===== src/rtl/router_pkt_tx_if.sv =====
// Handshake and data bundle between a packet source, the transmitter and the router input port.
// The transmitter takes the master side; the environment or upstream logic takes the slave side.
interface router_pkt_tx_if;
  logic       start;
  logic [1:0] start_addr;
  logic [5:0] start_len;
  logic       corrupt_parity;
  logic       start_ready;
  logic [7:0] pl_data;
  logic       pl_valid;
  logic       pl_ready;
  logic       busy;
  logic       err;
  logic       pkt_valid;
  logic [7:0] data_out;
  logic       done;
  logic       err_flag;
  logic       bad_req;

  modport master (
    input  start, start_addr, start_len, corrupt_parity,
    input  pl_data, pl_valid, busy, err,
    output start_ready, pl_ready, pkt_valid, data_out, done, err_flag, bad_req
  );

  modport slave (
    output start, start_addr, start_len, corrupt_parity,
    output pl_data, pl_valid, busy, err,
    input  start_ready, pl_ready, pkt_valid, data_out, done, err_flag, bad_req
  );
endinterface


===== src/rtl/router_pkt_tx.sv =====
// Store-and-forward packet transmitter: buffers a payload, then streams header, payload
// and parity into the router with no gaps, and reports the router error status per packet.
module router_pkt_tx #(
  parameter int MAX_LEN  = 63,
  parameter int ERR_WAIT = 3
) (
  input  logic              clock,
  input  logic              resetn,
  router_pkt_tx_if.master   bus
);

  typedef enum logic [2:0] {
    IDLE,
    LOAD,
    HEADER,
    PAYLOAD,
    PARITY,
    ERRWAIT
  } state_t;

  state_t     state_q, state_d;
  logic [1:0] addr_q, addr_d;
  logic [5:0] len_q, len_d;
  logic       corrupt_q, corrupt_d;
  logic [7:0] parity_q, parity_d;
  logic [5:0] idx_q, idx_d;
  logic [7:0] wait_q, wait_d;
  logic [7:0] data_q, data_d;
  logic       pkt_valid_q, pkt_valid_d;
  logic       err_flag_q, err_flag_d;
  logic       done_q, done_d;
  logic       bad_req_q, bad_req_d;
  logic       wr_en;

  logic [7:0] buffer [MAX_LEN];

  assign bus.start_ready = (state_q == IDLE);
  assign bus.pl_ready    = (state_q == LOAD);
  assign bus.pkt_valid   = pkt_valid_q;
  assign bus.data_out    = data_q;
  assign bus.done        = done_q;
  assign bus.err_flag    = err_flag_q;
  assign bus.bad_req     = bad_req_q;

  // Payload storage is not reset; only the indices matter between packets.
  always_ff @(posedge clock) begin
    if (wr_en) begin
      buffer[idx_q] <= bus.pl_data;
    end
  end

  always_ff @(posedge clock) begin
    if (!resetn) begin
      state_q     <= IDLE;
      addr_q      <= 2'd0;
      len_q       <= 6'd0;
      corrupt_q   <= 1'b0;
      parity_q    <= 8'd0;
      idx_q       <= 6'd0;
      wait_q      <= 8'd0;
      data_q      <= 8'd0;
      pkt_valid_q <= 1'b0;
      err_flag_q  <= 1'b0;
      done_q      <= 1'b0;
      bad_req_q   <= 1'b0;
    end else begin
      state_q     <= state_d;
      addr_q      <= addr_d;
      len_q       <= len_d;
      corrupt_q   <= corrupt_d;
      parity_q    <= parity_d;
      idx_q       <= idx_d;
      wait_q      <= wait_d;
      data_q      <= data_d;
      pkt_valid_q <= pkt_valid_d;
      err_flag_q  <= err_flag_d;
      done_q      <= done_d;
      bad_req_q   <= bad_req_d;
    end
  end

  // Each output beat is loaded into data_q on the edge that enters its state or accepts the previous beat.
  always_comb begin
    state_d     = state_q;
    addr_d      = addr_q;
    len_d       = len_q;
    corrupt_d   = corrupt_q;
    parity_d    = parity_q;
    idx_d       = idx_q;
    wait_d      = wait_q;
    data_d      = data_q;
    pkt_valid_d = pkt_valid_q;
    err_flag_d  = err_flag_q;
    done_d      = 1'b0;
    bad_req_d   = 1'b0;
    wr_en       = 1'b0;

    case (state_q)
      IDLE: begin
        if (bus.start) begin
          if (bus.start_addr == 2'd3 || bus.start_len == 6'd0) begin
            bad_req_d = 1'b1;
          end else begin
            addr_d     = bus.start_addr;
            len_d      = bus.start_len;
            corrupt_d  = bus.corrupt_parity;
            parity_d   = {bus.start_len, bus.start_addr};
            idx_d      = 6'd0;
            err_flag_d = 1'b0;
            state_d    = LOAD;
          end
        end
      end
      LOAD: begin
        if (bus.pl_valid) begin
          wr_en    = 1'b1;
          parity_d = parity_q ^ bus.pl_data;
          if (idx_q == len_q - 6'd1) begin
            idx_d       = 6'd0;
            data_d      = {len_q, addr_q};
            pkt_valid_d = 1'b1;
            state_d     = HEADER;
          end else begin
            idx_d = idx_q + 6'd1;
          end
        end
      end
      HEADER: begin
        if (!bus.busy) begin
          data_d  = buffer[6'd0];
          idx_d   = 6'd0;
          state_d = PAYLOAD;
        end
      end
      PAYLOAD: begin
        if (!bus.busy) begin
          if (idx_q == len_q - 6'd1) begin
            data_d      = corrupt_q ? ~parity_q : parity_q;
            pkt_valid_d = 1'b0;
            state_d     = PARITY;
          end else begin
            idx_d  = idx_q + 6'd1;
            data_d = buffer[idx_q + 6'd1];
          end
        end
      end
      PARITY: begin
        if (!bus.busy) begin
          data_d  = 8'd0;
          wait_d  = 8'd0;
          state_d = ERRWAIT;
        end
      end
      ERRWAIT: begin
        err_flag_d = err_flag_q | bus.err;
        if (wait_q == 8'(ERR_WAIT - 1)) begin
          done_d  = 1'b1;
          state_d = IDLE;
        end else begin
          wait_d = wait_q + 8'd1;
        end
      end
      default: begin
        state_d = IDLE;
      end
    endcase
  end

endmodule


===== src/flat_wrapper.sv =====
// flat-port wrapper written by rule: the top's interface ports become plain ports
module router_pkt_tx_flat 
#(
  parameter int MAX_LEN  = 63,
  parameter int ERR_WAIT = 3
)
  (clock, resetn, bus_start, bus_start_addr, bus_start_len, bus_corrupt_parity, bus_pl_data, bus_pl_valid, bus_busy, bus_err, bus_start_ready, bus_pl_ready, bus_pkt_valid, bus_data_out, bus_done, bus_err_flag, bus_bad_req);
  router_pkt_tx_if bus_i ();
  input  logic clock;
  input  logic resetn;
  input wire logic [$bits(bus_i.start)-1:0] bus_start;
  input wire logic [$bits(bus_i.start_addr)-1:0] bus_start_addr;
  input wire logic [$bits(bus_i.start_len)-1:0] bus_start_len;
  input wire logic [$bits(bus_i.corrupt_parity)-1:0] bus_corrupt_parity;
  input wire logic [$bits(bus_i.pl_data)-1:0] bus_pl_data;
  input wire logic [$bits(bus_i.pl_valid)-1:0] bus_pl_valid;
  input wire logic [$bits(bus_i.busy)-1:0] bus_busy;
  input wire logic [$bits(bus_i.err)-1:0] bus_err;
  output wire logic [$bits(bus_i.start_ready)-1:0] bus_start_ready;
  output wire logic [$bits(bus_i.pl_ready)-1:0] bus_pl_ready;
  output wire logic [$bits(bus_i.pkt_valid)-1:0] bus_pkt_valid;
  output wire logic [$bits(bus_i.data_out)-1:0] bus_data_out;
  output wire logic [$bits(bus_i.done)-1:0] bus_done;
  output wire logic [$bits(bus_i.err_flag)-1:0] bus_err_flag;
  output wire logic [$bits(bus_i.bad_req)-1:0] bus_bad_req;
  assign bus_i.start = bus_start;
  assign bus_i.start_addr = bus_start_addr;
  assign bus_i.start_len = bus_start_len;
  assign bus_i.corrupt_parity = bus_corrupt_parity;
  assign bus_i.pl_data = bus_pl_data;
  assign bus_i.pl_valid = bus_pl_valid;
  assign bus_i.busy = bus_busy;
  assign bus_i.err = bus_err;
  assign bus_start_ready = bus_i.start_ready;
  assign bus_pl_ready = bus_i.pl_ready;
  assign bus_pkt_valid = bus_i.pkt_valid;
  assign bus_data_out = bus_i.data_out;
  assign bus_done = bus_i.done;
  assign bus_err_flag = bus_i.err_flag;
  assign bus_bad_req = bus_i.bad_req;
  router_pkt_tx #(.MAX_LEN(MAX_LEN), .ERR_WAIT(ERR_WAIT)) u_core (.clock(clock), .resetn(resetn), .bus(bus_i));
endmodule

===== config.mk =====
export PLATFORM = sky130hd
export DESIGN_NAME = router_pkt_tx_flat
export DESIGN_NICKNAME = d
export VERILOG_FILES = /design/src/rtl/router_pkt_tx_if.sv /design/src/rtl/router_pkt_tx.sv /design/src/flat_wrapper.sv
export SDC_FILE = /design/constraint.sdc
export NUM_CORES = 1
export LEC_CHECK = 0
export ABC_AREA = 0
export CAP_MARGIN = 20
export CELL_PAD_IN_SITES_DETAIL_PLACEMENT = 0
export CELL_PAD_IN_SITES_GLOBAL_PLACEMENT = 1
export CORE_ASPECT_RATIO = 1.2
export CORE_UTILIZATION = 29
export DETAILED_ROUTE_END_ITERATION = 8
export PLACE_DENSITY_LB_ADDON = 0.1
export SETUP_SLACK_MARGIN = 0.5
export SLEW_MARGIN = 5
export SYNTH_ARGS = -nofsm -noshare
export SYNTH_HDL_FRONTEND = slang
export SYNTH_SLANG_ARGS = --single-unit

===== constraint.sdc =====
create_clock -name clock -period 3.24 [get_ports clock]
set_input_delay 0.486 -clock clock [delete_from_list [all_inputs] [get_ports clock]]
set_output_delay 0.486 -clock clock [all_outputs]
set_load 0.05 [all_outputs]

==> reports/results.ini <==
[place]
place_ws_ns=0.182
place_area_um2=25000
portBuffers=36
dp_cells=2402
gp_congestion=0.788
dp_hpwl_mm=43.3

[critical_path]
path_delay_family=compound AO/OA/AOI/OAI gates
cp_max_fo=8
path_buf_inv=3
crit_slowest_cell=mux4_2
worstPathArrival_ns=3.22
startpoint_type=flop
critPathMaxStageDelay_ns=0.52
required_ns=3.73
cp_cell_sequence=ha_4 -> buf_12 -> buf_4 -> buf_4 -> mux4_2 -> nand2b_1 -> a31oi_1 -> o21ai_0 -> a31oi_1 -> o22ai_1
crit_type=reg -> reg
crit_path_end_kind=flop

[floorplanning]
die_h_um=306
start_util_pct=29.2
dieWidth_um=255
num_rows=111
boundaryPins=37
die_area_um2=78000
core_region_area_um2=76200

[outcome]
outcome=finished clean

[synthesis]
ys.warnings.count=0
seq_area_frac_synth_pct=72.0
syn_inst=1265
synthesis.area_um2=22300
synth.mux.area_fraction_pct=14.6
synth-xor-area-share_pct=1.14
synth_compound_area_share_pct=3.86
ys_ff_latch=550
synth_area_per_cell_um2=17.6
synth_ff_type=edfxtp_1
synth_cell_types=58
synth_top_family_by_area=multiplexers
synthAdderAreaFrac_pct=0.225
synth_edf_count=504
syn_nets=1292
synthSimpleGateAreaFrac_pct=6.58
async_reset_ff_share_pct=0

[final_layout]
area_growth_pct=22.9
fillers=7136
fin_cells=2542
fin_area_um2=27400
layout-drive-gt1-share_pct=29.3
final_util_pct=35.9
nNetsFinal=1506

[timing]
drv_slew=0
relSlewSlack_pct=36.5
period_share_pct=84.2
hold_viol_final=0
worst_slew_pin_slew_ns=0.953
fmax_mhz=367
rsz0062_at_grt=yes
holdWs_ns=0.289
timing.final.ws_setup_ns=0.513
min_period_ns=2.73
tns_ns=0
finalSetupViolCount=0
finClkSkew_ns=0.0158

[job]
drv_cap=0

[route]
ant_nets=0
routedWlPerCell_um=25.8
drtIter0Drc=807
first_pass_iters=5
routed_wl_mm=65.5
drc_errors=0
avgViaCountPerCell=4.78
via_count=12200

[global_route]
grt_overflow=0
grt_pass1_wl_mm=94.2
grt_max_degree=52
grt_antenna_before_repair=1
grt_usage_pct=17.0
grt_pass1_vias=12700

[power]
power.total_mw=15.3
ir_worst_vdd_v=0.000402
leakage_nw=8.83
powerDensity_nw_per_um2=560

[cts]
htreeDepth=2
worstSkewPairLatency_ns=0.62
path_clk_slew_ns=0.07
cts.sinks=550
cts_tree=built
clockBufferDepth=3
numCtsBuffers=56
root_buffer=clkbuf_16

[min_path]
hp-class=in -> reg

==> synthesized netlist by cell type (all sizes together) (3+ instances only) <==
cell type  number  area (um2)
a22oi           8        60.1
or3b            3        26.3
nor2          102         383
a211oi          7        52.6
ha              4        50.1
nand3b          7        52.6
clkbuf         35         131
nor2b          34         213
a221o           7        70.1
and3            8        55.1
a21oi          26         130
nor4            7        43.8
mux2i          46         460
o211ai         10        75.1
edfxtp        504       15100
buf            38         193
mux4          124        2790
xnor2          11        96.3
and4            3        28.8
nand3          22         110
dfxtp          46         921
a211o           3        26.3
nor3            5        25.0
and2            5        31.3
nand2          74         278
inv             7        26.3
nor3b          10        75.1
a31oi          18         113
nand2b         12        75.1
o21ai          28         140
o22ai           3        18.8
xor2           18         158
==> layer usage <==
layer  vias up  track usage [%]  share of wire [%]
li1       5470                -                  -
met1      6382             23.3                 45
met2       230             28.6                 50
met3        68             2.15                3.7
met4         0             3.79                1.8
met5         -                0                  0
==> cell type report <==
type | count | area (um2) | share of cell area [%]
Multi-Input combinational cell | 635 | 6100 | 22.3
Sequential cell | 550 | 16100 | 58.6
Inverter | 7 | 26.3 | 0.0959
Clock buffer | 69 | 1450 | 5.29
Antenna cell | 1 | 2.50 | 0.00913
Clock inverter | 34 | 340 | 1.24
Timing Repair Buffer | 229 | 2150 | 7.83
Tap cell | 1017 | 1270 | 4.64
==> report_power, final <==
| part | total (mW) | switching [mW] | internal (mW) |
|---|---|---|---|
| combinational | 1.12 | 0.620 | 0.497 |
| clock | 6.43 | 2.78 | 3.66 |
| sequential | 7.80 | 0.0328 | 7.77 |
==> state kept, by name, indices dropped and copies added, names as in the netlist <==
| register | flops |
|---|---|
| u_core.corrupt_q | 1 |
| u_core.wait_q | 8 |
| u_core.state_q | 3 |
| u_core.bus.bad_req | 1 |
| u_core.bus.err_flag | 1 |
| u_core.len_q | 6 |
| u_core.idx_q | 6 |
| u_core.bus.pkt_valid | 1 |
| u_core.bus.done | 1 |
| u_core.addr_q | 2 |
| u_core.bus.data_out | 8 |
| u_core.parity_q | 8 |
| u_core.buffer | 504 |
==> worst reg2reg max path, cell delays in order (launching register included) <==
cell      delay [ns]
dfxtp_4         0.39
ha_4            0.35
buf_12          0.14
buf_4           0.12
buf_4           0.19
mux4_2          0.52
nand2b_1        0.16
a31oi_1         0.19
o21ai_0         0.12
a31oi_1         0.30
o22ai_1         0.12
==> layout by cell type (no fill, tap or decap), types with 22 or more instances in the layout <==
cell	n
clkdlybuf4s50_1	26
dfxtp_1	42
mux4_2	124
clkbuf_16	57
mux2i_1	44
nor2b_1	34
o21ai_0	24
nor2_1	99
edfxtp_1	504
a21oi_1	26
nand2_1	72
buf_4	167
nand3_1	22
==> cell families after synthesis <==
family                   count (synthesis)
adder cells (fa/ha/maj)                  4
flip-flops                             550
AND/OR/NAND/NOR                        302
buffers and inverters                   80
multiplexers                           170
AO/OA/AOI/OAI                          130
XOR/XNOR                                29
==> what timing repair did <==
item | CTS | global route
setup buffers | 15 | 16
hold endpoints to repair | 0 | 0
gates cloned | 4 | 1
endpoints found under the setup margin | 75 | 59
gates resized for setup | 29 | 18
hold buffers | 0 | 0
pin swaps | 3 | 5
==> final timing paths <==
path | start | endpoint | slack [ns] | cells past startpoint
worst max-delay path | u_core.idx_q[0] | u_core.bus.data_out[7] | 0.51 | 10
worst min-delay path | bus_pl_data[1] | u_core.buffer[56][1] | 0.29 | 1
worst max register to register | u_core.idx_q[0] | u_core.bus.data_out[7] | 0.51 | 10
worst min register to register | u_core.bus.data_out[3] | u_core.bus.data_out[3] | 0.49 | 2
(Power assumes the default switching activity.)
